`src/rtl/mw_memory_stage_pkg.sv`:
```
// Shared definitions for the MEM stage: FSM encoding, datapath widths and the MEM/WB bundle.
package mw_memory_stage_pkg;

   localparam int WORD_W     = 32;
   localparam int REG_ADDR_W = 5;

   typedef enum logic {
      IDLE = 1'b0,
      WAIT = 1'b1
   } mem_state_e;

   typedef struct packed {
      logic [WORD_W-1:0]     read_data;
      logic [WORD_W-1:0]     alu_result;
      logic [REG_ADDR_W-1:0] write_reg_addr;
      logic                  mem_reg;
      logic                  reg_write;
   } memwb_t;

endpackage

```
`src/rtl/mw_pipeline_register.sv`:
```
// MEM/WB pipeline flops. A bubble kills the writeback enable and holds every other field.
module mw_pipeline_register
   import mw_memory_stage_pkg::*;
(
   input  logic   clk,
   input  logic   rst_n,
   input  logic   bubble_i,
   input  memwb_t d_i,
   output memwb_t q_o
);

   memwb_t q_q;

   always_ff @(posedge clk or negedge rst_n) begin
      if (!rst_n) begin
         q_q <= '0;
      end else if (bubble_i) begin
         q_q.reg_write <= 1'b0;
      end else begin
         q_q <= d_i;
      end
   end

   assign q_o = q_q;

endmodule

```
`src/rtl/mw_memory_stage.sv`:
```
// MEM stage: drives the data-memory req/ack port, stalls upstream while an access is
// outstanding, abandons it after TIMEOUT wait cycles and registers the MEM/WB bundle.
module mw_memory_stage
   import mw_memory_stage_pkg::*;
#(
   parameter int TIMEOUT = 15,
   parameter int CNT_W   = 4
) (
   input  logic                  clk,
   input  logic                  rst_n,
   input  logic [WORD_W-1:0]     alu_result,
   input  logic                  alu_zero,
   input  logic [WORD_W-1:0]     jump_result,
   input  logic [REG_ADDR_W-1:0] write_reg_addr,
   input  logic [WORD_W-1:0]     store_data,
   input  logic                  mem_read,
   input  logic                  mem_write,
   input  logic                  mem_reg,
   input  logic                  branch,
   input  logic                  reg_write,
   output logic                  dmem_req,
   output logic                  dmem_we,
   output logic [WORD_W-1:0]     dmem_addr,
   output logic [WORD_W-1:0]     dmem_wdata,
   input  logic [WORD_W-1:0]     dmem_rdata,
   input  logic                  dmem_ack,
   output logic                  stall,
   output logic                  pc_src,
   output logic [WORD_W-1:0]     branch_target,
   output logic                  addr_error,
   output logic                  bus_error,
   output logic [WORD_W-1:0]     read_data_buffered,
   output logic [WORD_W-1:0]     alu_result_buffered,
   output logic [REG_ADDR_W-1:0] write_reg_addr_buffered,
   output logic                  mem_reg_buffered,
   output logic                  reg_write_buffered,
   output mem_state_e            state_dbg
);

   mem_state_e       state_q, state_d;
   logic [CNT_W-1:0] cnt_q, cnt_d;
   logic             addr_error_q, bus_error_q;
   logic             memop, aligned, timeout_hit, complete, abandon, misaligned, bubble;
   memwb_t           memwb_d, memwb_q;

   assign memop       = mem_read | mem_write;
   assign aligned     = (alu_result[1:0] == 2'b00);
   assign timeout_hit = (state_q == WAIT) && (cnt_q == CNT_W'(TIMEOUT));

   // rst_n gating drops the request/stall/branch immediately, even with inputs still asserted.
   assign dmem_req   = rst_n & (((state_q == IDLE) & memop & aligned) | (state_q == WAIT));
   assign stall      = dmem_req & ~dmem_ack & ~timeout_hit;
   assign complete   = dmem_req & dmem_ack;
   assign abandon    = timeout_hit & ~dmem_ack;
   assign misaligned = (state_q == IDLE) & memop & ~aligned;

   assign dmem_we       = mem_write;
   assign dmem_addr     = alu_result;
   assign dmem_wdata    = store_data;
   assign pc_src        = rst_n & branch & alu_zero & ~stall;
   assign branch_target = jump_result;

   always_comb begin
      state_d = state_q;
      cnt_d   = cnt_q;
      case (state_q)
         IDLE: begin
            if (memop && aligned && !dmem_ack) begin
               state_d = WAIT;
               cnt_d   = CNT_W'(1);
            end
         end
         WAIT: begin
            if (dmem_ack || timeout_hit) begin
               state_d = IDLE;
               cnt_d   = '0;
            end else begin
               cnt_d = cnt_q + CNT_W'(1);
            end
         end
         default: begin
            state_d = IDLE;
            cnt_d   = '0;
         end
      endcase
   end

   always_ff @(posedge clk or negedge rst_n) begin
      if (!rst_n) begin
         state_q      <= IDLE;
         cnt_q        <= '0;
         addr_error_q <= 1'b0;
         bus_error_q  <= 1'b0;
      end else begin
         state_q      <= state_d;
         cnt_q        <= cnt_d;
         addr_error_q <= misaligned;
         bus_error_q  <= abandon;
      end
   end

   // Write wins when both mem_read and mem_write are set, so only a pure read returns data.
   always_comb begin
      memwb_d                = '0;
      memwb_d.read_data      = (complete && mem_read && !mem_write) ? dmem_rdata : '0;
      memwb_d.alu_result     = alu_result;
      memwb_d.write_reg_addr = write_reg_addr;
      memwb_d.mem_reg        = mem_reg;
      memwb_d.reg_write      = reg_write;
   end

   assign bubble = stall | misaligned | abandon;

   mw_pipeline_register u_memwb (
      .clk      (clk),
      .rst_n    (rst_n),
      .bubble_i (bubble),
      .d_i      (memwb_d),
      .q_o      (memwb_q)
   );

   assign read_data_buffered      = memwb_q.read_data;
   assign alu_result_buffered     = memwb_q.alu_result;
   assign write_reg_addr_buffered = memwb_q.write_reg_addr;
   assign mem_reg_buffered        = memwb_q.mem_reg;
   assign reg_write_buffered      = memwb_q.reg_write;
   assign addr_error              = addr_error_q;
   assign bus_error               = bus_error_q;
   assign state_dbg               = state_q;

endmodule

```
`config.mk`:
```
export PLATFORM = sky130hd
export DESIGN_NAME = mw_memory_stage
export DESIGN_NICKNAME = d
export VERILOG_FILES = /design/src/rtl/mw_memory_stage_pkg.sv /design/src/rtl/mw_pipeline_register.sv /design/src/rtl/mw_memory_stage.sv
export SDC_FILE = /design/constraint.sdc
export NUM_CORES = 1
export LEC_CHECK = 0
export CAP_MARGIN = 5
export CORE_AREA = 2 2 121 123
export DETAILED_ROUTE_END_ITERATION = 12
export DIE_AREA = 0 0 123 125
export PLACE_DENSITY_LB_ADDON = 0.12
export REMOVE_ABC_BUFFERS = 1
export SLEW_MARGIN = 20
export SYNTH_ARGS = -nofsm -noshare
export SYNTH_HDL_FRONTEND = slang
export SYNTH_SLANG_ARGS = --single-unit
```
`constraint.sdc`:
```
create_clock -name clk -period 2.1 [get_ports clk]
set_input_delay 0.42 -clock clk [delete_from_list [all_inputs] [get_ports clk]]
set_output_delay 0.42 -clock clk [all_outputs]
set_load 0.01 [all_outputs]
```
# Yosys cells after proc, flatten, opt, wreduce, memory -nomap -nowiden
# Index checks and enable logic that the tools add are counted.
[word_totals]
ff_bits = 78
in_bits = 142
output_inout_bits = 174
elab_cells = 49
[classes]
n_addsub = 1
eq_ne = 2
mux = 8
n_bitwise = 20
reduce_logical = 9
[op_table]
columns = ["op", "count"]
rows = [
  ["32-bit two-way mux", 1],
  ["1-bit bitwise AND", 11],
  ["4-bit two-way mux", 2],
  ["4-bit case mux with 2 select lines", 1],
  ["1-bit logical AND", 5],
  ["1-bit NOT", 5],
  ["4-bit by 1-bit adder with 4-bit output, second input constant", 1],
  ["4-bit == test, second input constant", 1],
  ["1-bit bitwise OR", 4],
  ["1-bit two-way mux", 3],
  ["1-bit logical NOT", 2],
  ["2-bit logical NOT", 1],
  ["2-bit by 1-bit inequality test with 1-bit output, second input constant", 1],
  ["1-bit case mux with 2 select lines", 1],
  ["1-bit logical OR", 1],
]

# Logic depth before layout (Yosys ltp)
[logic_depth]
ltp_word = 10
mapped_depth = 7
mapped_depth_nobuf = 5

# By module
# From an unflattened synthesis, not the netlist that was laid out.
[unflattened]
hier_cells = 330
area_unflattened_um2 = 4486.8
[by_module_without_submodules]
columns = ["mod", "n_inst", "cells_each", "area_each_um2"]
rows = [
  ["mw_pipeline_register", 1, 150, 2981.6],
  ["mw_memory_stage", 1, 180, 1505.2],
]

# Worst setup path before layout
# Ideal clock, no wire load.
[synth_path]
path_kind = "input-to-reg"
from = "input port mem_read"
to = "register u_memwb.q_q (netlist bit u_memwb.q_o[10])"
setup_time_ns = 0.125
arrival_ns = 1.750
required_ns = 1.975
slack_ns = 0.225
stages = 6
path_buffers = 2
cell_sequence = "or2_1 -> a21o_1 -> a311o_1 -> buf_4 -> buf_6 -> mux2_4"
[synth_via]
elab_chain_len = 9
elab_cells_between_ends = 10
[synth_lines]
columns = ["item", "line", "rtl"]
rows = [
  ["start: declaration", "mw_memory_stage.sv:16", "input logic mem_read,"],
  ["1-bit bitwise OR *", "mw_memory_stage.sv:46", "assign memop = mem_read | mem_write;"],
  ["1-bit bitwise AND *", "mw_memory_stage.sv:51, mw_memory_stage.sv:55", ""],
  ["1-bit bitwise AND", "mw_memory_stage.sv:51", "assign dmem_req = rst_n & (((state_q == IDLE) & memop & aligned) | (state_q == WAIT));"],
  ["1-bit bitwise OR", "mw_memory_stage.sv:51", ""],
  ["1-bit bitwise AND", "mw_memory_stage.sv:51", ""],
  ["1-bit bitwise AND (2 in a row)", "mw_memory_stage.sv:52", "assign stall = dmem_req & ~dmem_ack & ~timeout_hit;"],
  ["1-bit bitwise OR * (2 in a row)", "mw_memory_stage.sv:112", "assign bubble = stall | misaligned | abandon;"],
  ["end signal: assignment", "mw_pipeline_register.sv:20", "q_q <= d_i;"],
  ["end: declaration", "mw_pipeline_register.sv:12", "memwb_t q_q;"],
]
# Mark *: on every way between the ends. The rest lies on a longest branch, timed or not.
# A chain may end at the register's enable or synchronous reset.

# Worst setup path after layout
[layout_path]
from = "register cnt_q[1]"
to = "register u_memwb.q_q (netlist bit u_memwb.q_o[20])"
[layout_via]
elab_cells_between_ends = 7
[layout_rtl]
columns = ["item", "line", "rtl"]
rows = [
  ["start: declaration", "mw_memory_stage.sv:41", "logic [CNT_W-1:0] cnt_q, cnt_d;"],
  ["start signal: assignment", "mw_memory_stage.sv:96", "cnt_q <= cnt_d;"],
  ["4-bit == test", "mw_memory_stage.sv:48", "assign timeout_hit = (state_q == WAIT) && (cnt_q == CNT_W'(TIMEOUT));"],
  ["1-bit logical AND", "mw_memory_stage.sv:48", ""],
  ["1-bit bitwise AND", "mw_memory_stage.sv:54", "assign abandon = timeout_hit & ~dmem_ack;"],
  ["net abandon", "mw_memory_stage.sv:43", "logic memop, aligned, timeout_hit, complete, abandon, misaligned, bubble;"],
  ["1-bit bitwise OR", "mw_memory_stage.sv:112", ""],
]
# The timed path passes the listed nets, and every way through them passes these cells.

==> key figures <==
Status
  – Outcome: complete, no violations

Routing
  – Via density: around 4.4
  – Drt wl/cell: roughly 27 um
  – Via count: ~2,700
  – Initial drt markers: 79
  – Post-route DRC: 0
  – Router iterations before antenna repair: 4
  – Post-route ant nets: 0
  – Post-Route WL: about 16,000 um

Floorplan
  – Io pins: between 300 and 400
  – Die height: 125 um
  – Die ar.: between 15,000 and 20,000 um^2
  – Chip width: 123 um
  – Cell Rows: 44
  – Core area: between 10,000 and 15,000 um^2
  – Initial core utilization: a little over a quarter

Timing
  – TNS Setup: 0 ps
  – Max Fclk: 481 MHz
  – Rel. slew slack: a little over half
  – Crit path time final: about 2100 ps
  – Final period util: a little under 100%
  – Pins Over Slew Limit: 0
  – Setup violators final: 0
  – Hold Vio Cnt, Final: 0
  – Post-route worst setup slack: between 15 and 20 ps
  – Min Hold Slack: 500 ps
  – Worst slew pin tran: roughly 690 ps
  – Unrepaired setup endpoints after global routing: yes
  – Worst-case clock skew: around 6.5 ps

Power
  – Seq pwr share: roughly 40%
  – Leakage Power: ~2.6 nW
  – Power Density: between 700 and 800 nW/um^2
  – Int Power: ~3.2 mW
  – Part of the power in combinational logic: a little over a quarter
  – Switch Pwr: between 1 and 1.5 mW
  – Part of the power in the clock network: ~33%
  – Net Sw Frac: approximately a quarter
  – Maximum VDD drop: roughly 0.30 mV

Synth
  – Top post-synthesis cells by area: dfrtp_1 51%, buf_4 19%, mux2_4 15%, a22o_1 7.8%, buf_6 1.2%
  – Number of synthesized flops with an enable pin: 0
  – Yosys warns: 0
  – Adder-cell area share of the yosys netlist: less than 1%
  – Multiplexer share of the synthesized area: between 10 and 15%
  – Share of the synthesized area in the top cell type: 51.2%
  – Top FF cell, synth: dfrtp_1
  – Asr flop ratio synth: 100%
  – Mapped Cells: slightly below 300
  – Leading area contributor after synthesis: dfrtp_1
  – Synth Register Bits: 78
  – Compound-Gate Fraction of Synth Area: 9.35%
  – Simple-gate share of the synthesized area: roughly 2.8%
  – Average size of a mapped cell: 13.1 um^2
  – Post-synthesis sequential area ratio: just over 50%
  – Distinct cells, synth: 26
  – XOR/XNOR share of the synthesized area: 0%
  – Largest family of logic cells by synthesized area: buffers and inverters
  – Netlist Area Pre-Place: approximately 3800 um^2

Cells and area
  – FILL cells: 1,338
  – Area grow syn2layout: 52.7%
  – Share of post-route cells with drive strength above 1: roughly 23%
  – Nets: roughly 560
  – Final Util: between 40 and 50%
  – Commonest cells after routing, fill and taps aside: 179 x clkdlybuf4s50_1, 78 x dfrtp_1, 37 x mux2_4
  – ANT cells: 0
  – Most common cell after layout, fill and taps aside: clkdlybuf4s50_1
  – Post-route cell area: slightly below 6000 um^2

Clock network
  – Worst-Skew Late Latency: around 340 ps
  – H-tree Lvls: 3
  – Clock slew at reported path FFs: roughly 60 ps
  – Clock root cell: clkbuf_16
  – CTS Buf Count: 9
  – CTS max path bufs: 2
  – # clock sinks: 78
  – CTS tree: built

Placed design
  – GPL Wtd Cong: just under 0.8
  – Post-DP Area: around 5300 um^2
  – Post-place setup slack: -410 ps
  – Port Buffers: 187
  – Detailed Place HPWL: 12,400 um

Global routing
  – Largest net degree at the start of global routing: 52
  – All-Layer GR Usage: between 10% and 20%
  – Grt ovf: 0
  – Antenna violations before repair: 0
  – First-pass GRT wire length: approximately 21,000 um
  – Number of global-route vias before repair: roughly 2,600

Critical path
  – Launch point of the worst reg-to-reg path: cnt_q[1]
  – Crit path capture type: register
  – Worst Path Required: around 2300 ps
  – CP arrival: around 2300 ps
  – Critical path class: register to register
  – Crit Path Max Fanout: 5
  – R2R setup slack: 20 ps
  – Worst setup SP type: register
  – Worst-case reg-to-reg path depth: 8
  – RR Endpoint: u_memwb.q_o[20]

Worst hold path
  – Hold Crit Class: input pin to async pin

Job
  – MaxCap Viol Count: 0
synthesized netlist by cell type (2+ instances only):
cell type	instances
buf_4	98
mux2_4	37
buf_2	3
inv_1	3
a21oi_1	2
a22o_1	34
clkbuf_1	3
buf_6	4
and2_1	2
o21ai_0	2
dfrtp_1	78
a21o_1	2
nand3_1	2
nor2_1	7
nand2_1	3
kinds of logic (layout without fill, tap and decap cells):
family	after synthesis	count (layout)
buf+inv	111	238
flops	78	78
compound gates	43	43
mux	38	38
simple gates	20	20
fa+ha+maj	1	1
through the flow:
stage          power, mW  cells
3_3_place_gp        2.79    571
2_1_floorplan       2.15    183
6_report            4.32    602
4_1_cts             4.25    589
5_1_grt             4.54    602
3_5_place_dp        2.79    571
sequential cells by signal, summed over array words and instances, names as in the netlist:
| signal | count |
|---|---|
| state_dbg | 1 |
| addr_error | 1 |
| bus_error | 1 |
| u_memwb.q_o | 71 |
| cnt_q | 4 |
worst max-delay path, stage by stage (launching register included):
cell	delay [ps]
dfrtp_1	410
ha_2	210
nand4_1	100
buf_4	130
nor2_2	30
a311o_2	440
buf_12	180
clkbuf_16	160
mux2_4	290
per-layer routing:
layer	vias to the layer above	part of all wire, %	track usage [%]
met5	-	1.8	14.1
met4	6	1.7	6.75
met3	23	25	23.3
met2	272	43	28.0
met1	1219	29	16.8
li1	1153	-	-
how the worst max path moves through the flow:
stage                       start               to  slack [ps]  depth (start not counted)
finish                   cnt_q[1]  u_memwb.q_o[20]          20                          8
global route             cnt_q[1]  u_memwb.q_o[37]         -30                          8
CTS                     mem_write  u_memwb.q_o[15]          10                          6
detailed placement  alu_result[1]            stall        -410                          6
global placement    alu_result[1]            stall        -380                          6
floorplan                cnt_q[0]   u_memwb.q_o[1]       -1450                          5
power by group through the flow:
stage	sequential (mW)	combinational (mW)	clock [mW]
finish	1.74	1.15	1.43
global route	1.76	1.22	1.56
CTS	1.74	1.03	1.48
detailed placement	1.76	1.03	0
global placement	1.76	1.02	0
floorplan	1.82	0.324	0
layout make-up:
class | count | area, um^2 | area share [%]
Sequential cell | 78 | 1950 | 33.5
Clock buffer | 12 | 246 | 4.23
Clock inverter | 4 | 22.5 | 0.387
Inverter | 3 | 11.3 | 0.193
Timing Repair Buffer | 219 | 2290 | 39.4
Tap cell | 184 | 230 | 3.95
Multi-Input combinational cell | 102 | 1070 | 18.4
what timing repair did:
item | 4_1_cts | 5_1_grt
resized for setup | 17 | 7
pin swaps | 5 | 3
gates cloned | 0 | 10
hold endpoints to repair | 4 | 0
buffers inserted | 1 | 3
endpoints found under the setup margin | 29 | 50
hold buffers | 1 | 0
Power figures use the tool's default switching activity.
